==> config.mk <==
export PLATFORM = sky130hd
export DESIGN_NAME = k054539_host_if
export DESIGN_NICKNAME = d
export VERILOG_FILES = /design/src/rtl/k054539_pkg.sv /design/src/rtl/k054539_sync.sv /design/src/rtl/k054539_host_if.sv
export SDC_FILE = /design/constraint.sdc
export NUM_CORES = 1
export LEC_CHECK = 0
export ABC_CLOCK_PERIOD_IN_PS = 1500
export BUFFER_PORTS_ARGS = -buffer_cell sky130_fd_sc_hd__buf_4
export CAP_MARGIN = 30
export CORE_UTILIZATION = 47
export CTS_CLUSTER_SIZE = 30
export DETAILED_ROUTE_END_ITERATION = 12
export GPL_TIMING_DRIVEN = 0
export PLACE_DENSITY = 0.74
export SLEW_MARGIN = 0
export SYNTH_ARGS = -nofsm -noshare
export SYNTH_HDL_FRONTEND = slang
export SYNTH_SLANG_ARGS = --single-unit
==> constraint.sdc <==
create_clock -name CLK -period 1.5 [get_ports CLK]
set_input_delay 0.075 -clock CLK [delete_from_list [all_inputs] [get_ports CLK]]
set_output_delay 0.075 -clock CLK [all_outputs]
set_load 0.005 [all_outputs]
==> src/rtl/k054539_pkg.sv <==
// Shared definitions for the 054539 host interface and its register file.
// Register-map addresses are internal {AB09, AB[7:0]} values (host AB8 is not bonded).
package k054539_pkg;

    localparam int unsigned HOST_ADDR_W     = 9;
    localparam int unsigned SYNC_STAGES_DEF = 2;
    localparam int unsigned ACK_TIMEOUT_DEF = 15;

    typedef enum logic [1:0] {
        ST_IDLE,
        ST_WR,
        ST_RD,
        ST_HOLD
    } host_state_t;

    localparam logic [HOST_ADDR_W-1:0] REG_CH_BASE   = 9'h000;
    localparam logic [HOST_ADDR_W-1:0] REG_CTRL_BASE = 9'h100;
    localparam logic [HOST_ADDR_W-1:0] REG_ROM_ADDR  = 9'h12A;
    localparam logic [HOST_ADDR_W-1:0] REG_ROM_DATA  = 9'h12D;

endpackage

==> src/rtl/k054539_sync.sv <==
// Multi-flop synchroniser with registered-edge detection; reset loads RST_VAL into
// every stage so no spurious edge appears when reset releases.
module k054539_sync #(
    parameter int unsigned      STAGES  = 2,
    parameter int unsigned      WIDTH   = 1,
    parameter logic [WIDTH-1:0] RST_VAL = '0
)(
    input  logic             i_clk,
    input  logic             i_nres,
    input  logic [WIDTH-1:0] i_d,
    output logic [WIDTH-1:0] o_q,
    output logic [WIDTH-1:0] o_rise,
    output logic [WIDTH-1:0] o_fall
);

    logic [WIDTH-1:0] r_pipe [STAGES];
    logic [WIDTH-1:0] r_prev;

    always_ff @(posedge i_clk) begin
        if (!i_nres) begin
            for (int unsigned i = 0; i < STAGES; i++) begin
                r_pipe[i] <= RST_VAL;
            end
            r_prev <= RST_VAL;
        end else begin
            r_pipe[0] <= i_d;
            for (int unsigned i = 1; i < STAGES; i++) begin
                r_pipe[i] <= r_pipe[i-1];
            end
            r_prev <= r_pipe[STAGES-1];
        end
    end

    assign o_q    = r_pipe[STAGES-1];
    assign o_rise = o_q & ~r_prev;
    assign o_fall = ~o_q & r_prev;

endmodule

==> src/rtl/k054539_host_if.sv <==
// Host-bus responder for the 054539: synchronised CPU strobes become register-file
// write pulses and a read handshake. Optional macro K054539_HOSTIF_WAIT_EN enables PIN_WAIT.
module k054539_host_if
    import k054539_pkg::*;
#(
    parameter int unsigned SYNC_STAGES = SYNC_STAGES_DEF,
    parameter int unsigned ACK_TIMEOUT = ACK_TIMEOUT_DEF,
    parameter int unsigned ADDR_W      = HOST_ADDR_W
)(
    input  logic              CLK,
    input  logic              NRES,
    input  logic [7:0]        PIN_AB,
    input  logic              PIN_AB09,
    input  logic [7:0]        PIN_DB_IN,
    output logic [7:0]        PIN_DB_OUT,
    output logic              PIN_DB_OE,
    input  logic              PIN_NCS,
    input  logic              PIN_NRD,
    input  logic              PIN_NWR,
    output logic              PIN_WAIT,
    output logic [ADDR_W-1:0] RW_ADDR,
    output logic [7:0]        RW_WDATA,
    output logic              RW_WE,
    output logic              RW_RE,
    input  logic [7:0]        RW_RDATA,
    input  logic              RW_ACK
);

    localparam int unsigned      CNT_W    = $clog2(ACK_TIMEOUT + 1);
    localparam logic [CNT_W-1:0] CNT_LAST = CNT_W'(ACK_TIMEOUT - 1);

    logic w_ncs, w_ncs_rise, w_ncs_unused_fall;
    logic w_nrd, w_nrd_fall, w_nrd_unused_rise;
    logic w_nwr, w_nwr_rise, w_nwr_fall;
    logic [16:0] w_bus, w_bus_unused_rise, w_bus_unused_fall;

    // Bus pipe has the same depth as the strobe pipes, so address/data line up with the edges.
    k054539_sync #(.STAGES(SYNC_STAGES), .WIDTH(1), .RST_VAL(1'b1)) u_sync_ncs (
        .i_clk(CLK), .i_nres(NRES), .i_d(PIN_NCS),
        .o_q(w_ncs), .o_rise(w_ncs_rise), .o_fall(w_ncs_unused_fall)
    );
    k054539_sync #(.STAGES(SYNC_STAGES), .WIDTH(1), .RST_VAL(1'b1)) u_sync_nrd (
        .i_clk(CLK), .i_nres(NRES), .i_d(PIN_NRD),
        .o_q(w_nrd), .o_rise(w_nrd_unused_rise), .o_fall(w_nrd_fall)
    );
    k054539_sync #(.STAGES(SYNC_STAGES), .WIDTH(1), .RST_VAL(1'b1)) u_sync_nwr (
        .i_clk(CLK), .i_nres(NRES), .i_d(PIN_NWR),
        .o_q(w_nwr), .o_rise(w_nwr_rise), .o_fall(w_nwr_fall)
    );
    k054539_sync #(.STAGES(SYNC_STAGES), .WIDTH(17), .RST_VAL('0)) u_sync_bus (
        .i_clk(CLK), .i_nres(NRES), .i_d({PIN_AB09, PIN_AB, PIN_DB_IN}),
        .o_q(w_bus), .o_rise(w_bus_unused_rise), .o_fall(w_bus_unused_fall)
    );

    logic              w_cs;
    logic [ADDR_W-1:0] w_bus_addr;
    logic [7:0]        w_bus_data;

    assign w_cs       = ~w_ncs;
    assign w_bus_addr = ADDR_W'(w_bus[16:8]);
    assign w_bus_data = w_bus[7:0];

    host_state_t       r_state, w_nxt_state;
    logic [ADDR_W-1:0] r_addr, w_nxt_addr;
    logic [7:0]        r_wdata, w_nxt_wdata;
    logic [7:0]        r_dbout, w_nxt_dbout;
    logic              r_we, w_nxt_we;
    logic              r_re, w_nxt_re;
    logic              r_dboe, w_nxt_dboe;
    logic [CNT_W-1:0]  r_cnt, w_nxt_cnt;

    always_ff @(posedge CLK) begin
        if (!NRES) begin
            r_state <= ST_IDLE;
            r_addr  <= '0;
            r_wdata <= '0;
            r_dbout <= '0;
            r_we    <= 1'b0;
            r_re    <= 1'b0;
            r_dboe  <= 1'b0;
            r_cnt   <= '0;
        end else begin
            r_state <= w_nxt_state;
            r_addr  <= w_nxt_addr;
            r_wdata <= w_nxt_wdata;
            r_dbout <= w_nxt_dbout;
            r_we    <= w_nxt_we;
            r_re    <= w_nxt_re;
            r_dboe  <= w_nxt_dboe;
            r_cnt   <= w_nxt_cnt;
        end
    end

    always_comb begin
        w_nxt_state = r_state;
        w_nxt_addr  = r_addr;
        w_nxt_wdata = r_wdata;
        w_nxt_dbout = r_dbout;
        w_nxt_we    = 1'b0;
        w_nxt_re    = r_re;
        w_nxt_dboe  = r_dboe;
        w_nxt_cnt   = r_cnt;
        unique case (r_state)
            ST_IDLE: begin
                if (w_cs && w_nwr_fall && w_nrd) begin
                    w_nxt_state = ST_WR;
                    w_nxt_addr  = w_bus_addr;
                    w_nxt_wdata = w_bus_data;
                end else if (w_cs && w_nrd_fall && w_nwr) begin
                    w_nxt_state = ST_RD;
                    w_nxt_addr  = w_bus_addr;
                    w_nxt_re    = 1'b1;
                    w_nxt_cnt   = '0;
                end
            end
            ST_WR: begin
                // A rising NCS on this same sample still means CS was low on the previous one.
                if (w_nwr_rise && (w_cs || w_ncs_rise)) begin
                    w_nxt_we    = 1'b1;
                    w_nxt_state = ST_IDLE;
                end else if (!w_cs || !w_nrd) begin
                    w_nxt_state = ST_IDLE;
                end else if (!w_nwr) begin
                    w_nxt_addr  = w_bus_addr;
                    w_nxt_wdata = w_bus_data;
                end
            end
            ST_RD: begin
                if (!w_cs || w_nrd) begin
                    w_nxt_re    = 1'b0;
                    w_nxt_state = ST_IDLE;
                end else if (RW_ACK) begin
                    w_nxt_dbout = RW_RDATA;
                    w_nxt_re    = 1'b0;
                    w_nxt_dboe  = 1'b1;
                    w_nxt_state = ST_HOLD;
                end else if (r_cnt == CNT_LAST) begin
                    w_nxt_dbout = 8'hFF;
                    w_nxt_re    = 1'b0;
                    w_nxt_dboe  = 1'b1;
                    w_nxt_state = ST_HOLD;
                end else if (r_cnt != '1) begin
                    w_nxt_cnt = r_cnt + 1'b1;
                end
            end
            ST_HOLD: begin
                if (!w_cs || w_nrd) begin
                    w_nxt_dboe  = 1'b0;
                    w_nxt_state = ST_IDLE;
                end
            end
            default: w_nxt_state = ST_IDLE;
        endcase
    end

    assign RW_ADDR    = r_addr;
    assign RW_WDATA   = r_wdata;
    assign RW_WE      = r_we;
    assign RW_RE      = r_re;
    assign PIN_DB_OUT = r_dbout;
    assign PIN_DB_OE  = r_dboe;

`ifdef K054539_HOSTIF_WAIT_EN
    // WAIT spans exactly the outstanding read request, so it shares the RE flop.
    assign PIN_WAIT = r_re;
`else
    assign PIN_WAIT = 1'b0;
`endif

endmodule

==> flow_metrics.tcl <==
set metrics [dict create \
    status "finished clean" \
    core_area_sq_um 5470 \
    hp-start "RW_ACK" \
    holdWs_ns 0.145 \
    finalSetupViolCount 0 \
    netlist.area_leader.share_pct 57.8 \
    crit_fanout 9 \
    cts_tree "built" \
    max_freq_ghz 0.682 \
    r2r_cells 4 \
    synth_edf_count 0 \
    min_delay_path_depth 4 \
    synth_simple_gate_area_share_pct 23.7 \
    clkLatencyLatePin_ns 0.35 \
    chipWidth_um 77.3 \
    fin_skew_ns 0.00535 \
    numPortBuffers 58 \
    cap_violations 0 \
    cp-end-kind "flip-flop" \
    synth_xor_area_share_pct 0 \
    area_growth_pct 42.4 \
    synth_top_family_by_area "simple AND/OR/NAND/NOR gates" \
    ant_nets 0 \
    drc 0 \
    clock_sinks 77 \
    path_clk_slew_ns 0.07 \
    die_h_um 77.3 \
    grt_pass1_vias 2049 \
    drive_above_1_share_pct 33.1 \
    r2r_start "u_sync_nrd.r_pipe[0][1]" \
    rsz0062_at_grt "true" \
    wl_per_cell_um 13.6 \
    num_io_pins 60 \
    grt_max_degree 13 \
    setup_tns_ns 0 \
    setup.worst_path.class "flip-flop to flip-flop" \
    synth_compound_area_share_pct 14.1 \
    synth_top_area_cell "dfxtp_1" \
    initial_core_util_pct 48.7 \
    grt_pass1_wl_mm 9.47 \
    final_util_pct 69.4 \
    diodes 0 \
    synthTopCellsByCount "dfxtp_1, and2_1, nand2_1" \
    hold_viol 0 \
    synth_flop_cell "dfxtp_1" \
    cp.arrival_ns 1.71 \
    drv_slew 0 \
    design.die.area_sq_um 5980 \
    critPathLaunchType "flip-flop" \
    nets 389 \
    ys_seq_elements 77 \
    irDropWorstVdd_uv 795 \
    yosys_warnings 0 \
    rows 27 \
    synthAdderAreaFrac_pct 0.939 \
    avgViaCountPerCell 4.87 \
    drtIter0Drc 93 \
    syn-num-nets 281 \
    gp_routability_congestion 0.814 \
    drt-total-wl_mm 5.86 \
    htreeDepth 3 \
    synthTopCellsByArea "dfxtp_1, and2_1, a21boi_1" \
    num_vias 2103 \
    synth.yosys.seq_area_share_pct 57.8 \
    r2r_slack_ns 0.03 \
    grtUsageTotal_pct 21.2 \
    hold_class "input port to flip-flop" \
    grt_overflow 0 \
    required_ns 1.74 \
    detail_route.first_pass.iterations 4 \
    timing.rr.end "r_cnt[1]" \
    power.leakage_uw 0.00156 \
    muxShareOfSynthArea_pct 0 \
    min_to "r_cnt[2]" \
    clock_tree.root_cell "clkbuf_8" \
    cts-buffers-inserted 9 \
    syn_area_sq_um 2670 \
    synth_cell_type_count 41 \
    yosys.cell_count.top_type "dfxtp_1" \
    min_period_ns 1.47 \
    fin_crit_sh_pct 97.8 \
    clk_path_buf_depth 2 \
    synth_async_sr_flop_share_pct 0 \
    syn_inst 248 \
    antenna_found_initial 0 \
    syn_area_per_cell_sq_um 10.8 \
    hpwl_mm 3.53 \
    powerDensity_nw_per_um2 983 \
]
-- cell usage in the layout (no fill, tap or decap), types with 4 or more instances in the layout --
| cell type | netlist | final |
|---|---|---|
| and2_1 | 35 | 35 |
| dfxtp_2 | 0 | 4 |
| nand3_1 | 14 | 12 |
| o21ai_0 | 9 | 8 |
| dfxtp_1 | 77 | 71 |
| nand2_1 | 19 | 19 |
| a21boi_1 | 16 | 16 |
| o221a_2 | 8 | 8 |
| clkbuf_1 | 9 | 9 |
| buf_4 | 3 | 71 |
| clkbuf_8 | 0 | 10 |
| nand2b_1 | 11 | 11 |
| dlygate4sd3_1 | 0 | 29 |
-- power by group --
part / switching [uW] / internal [uW] / leakage (uW)
clock network: 729 / 631 / 0.0000812
logic: 93.3 / 164 / 0.000842
registers: 19.6 / 2100 / 0.000632
-- cells by family (layout without fill, tap and decap cells) --
group,count (synthesis),count (layout)
buffers and inverters,18,130
adder cells (fa/ha/maj),2,2
other,1,1
flip-flops,77,77
AND/OR/NAND/NOR,101,101
AO/OA/AOI/OAI,49,49
-- timing repair --
action,in CTS,in global routing
gates resized for setup,9,15
hold buffers,29,0
hold endpoints to repair,29,0
gates cloned,0,0
pin swaps,6,5
buffers inserted,8,3
setup endpoints to repair,28,31
-- worst max-delay path, cell delays in order, from the launching register on --
cell and delay, ns:
dfxtp_1 0.30, buf_4 0.16, or4_4 0.53, and3_4 0.19
o21a_1 0.18
-- how the worst max path moves through the flow --
stage | from | end | slack (ns) | cells after the start
after floorplan | r_cnt[0] | r_cnt[3] | 0.001 | 6
after global placement | r_cnt[0] | r_cnt[3] | -0.11 | 6
final | u_sync_nrd.r_pipe[0][1] | r_cnt[1] | 0.03 | 4
after global routing | r_state[0] | RW_WDATA[0] | -0.01 | 5
after detailed placement | r_cnt[0] | r_cnt[3] | -0.12 | 6
after CTS | u_sync_nrd.r_pipe[0][1] | RW_ADDR[4] | -0.04 | 6
-- sequential cells by signal, summed over array words and instances, names as in the netlist --
signal	count
PIN_DB_OE	1
PIN_DB_OUT	8
RW_ADDR	9
RW_RE	1
RW_WDATA	8
RW_WE	1
r_cnt	4
r_state	2
u_sync_bus.r_pipe	34
u_sync_ncs.r_pipe	2
u_sync_ncs.r_prev	1
u_sync_nrd.r_pipe	2
u_sync_nrd.r_prev	1
u_sync_nwr.r_pipe	2
u_sync_nwr.r_prev	1
-- routing by layer --
metal / global-route usage, % / routed length (um) / part of all wire, % / vias to the layer above
met5: 0 / 0 / 0 / -
met4: 11.7 / 160 / 2.7 / 0
met3: 5.95 / 245 / 4.2 / 13
met2: 35.8 / 2870 / 49 / 61
met1: 23.9 / 2580 / 44 / 967
li1: - / - / - / 1062
-- final cells by class --
type / instances / area [sq um]
inverter: 3 / 11.3
timing repair buffer: 98 / 812
clock inverter: 4 / 25.0
buffer: 14 / 80.1
fill: 408 / 1680
multi-input combinational: 153 / 1080
clock buffer: 11 / 141
sequential: 77 / 1550
tap: 72 / 90.1
-- stage by stage --
step / cell area (sq um) / setup WS (ns) / power (uW) / std cells
finish: 3800 / 0.0327 / 3730 / 432
global route: 3800 / -0.0140 / 3890 / 432
CTS: 3730 / -0.0359 / 3760 / 429
detailed placement: 3200 / -0.125 / 2350 / 378
global placement: 3200 / -0.112 / 2340 / 378
floorplan: 2680 / 0.00140 / 2250 / 248
No activity file was read; power rests on OpenSTA's default activity.
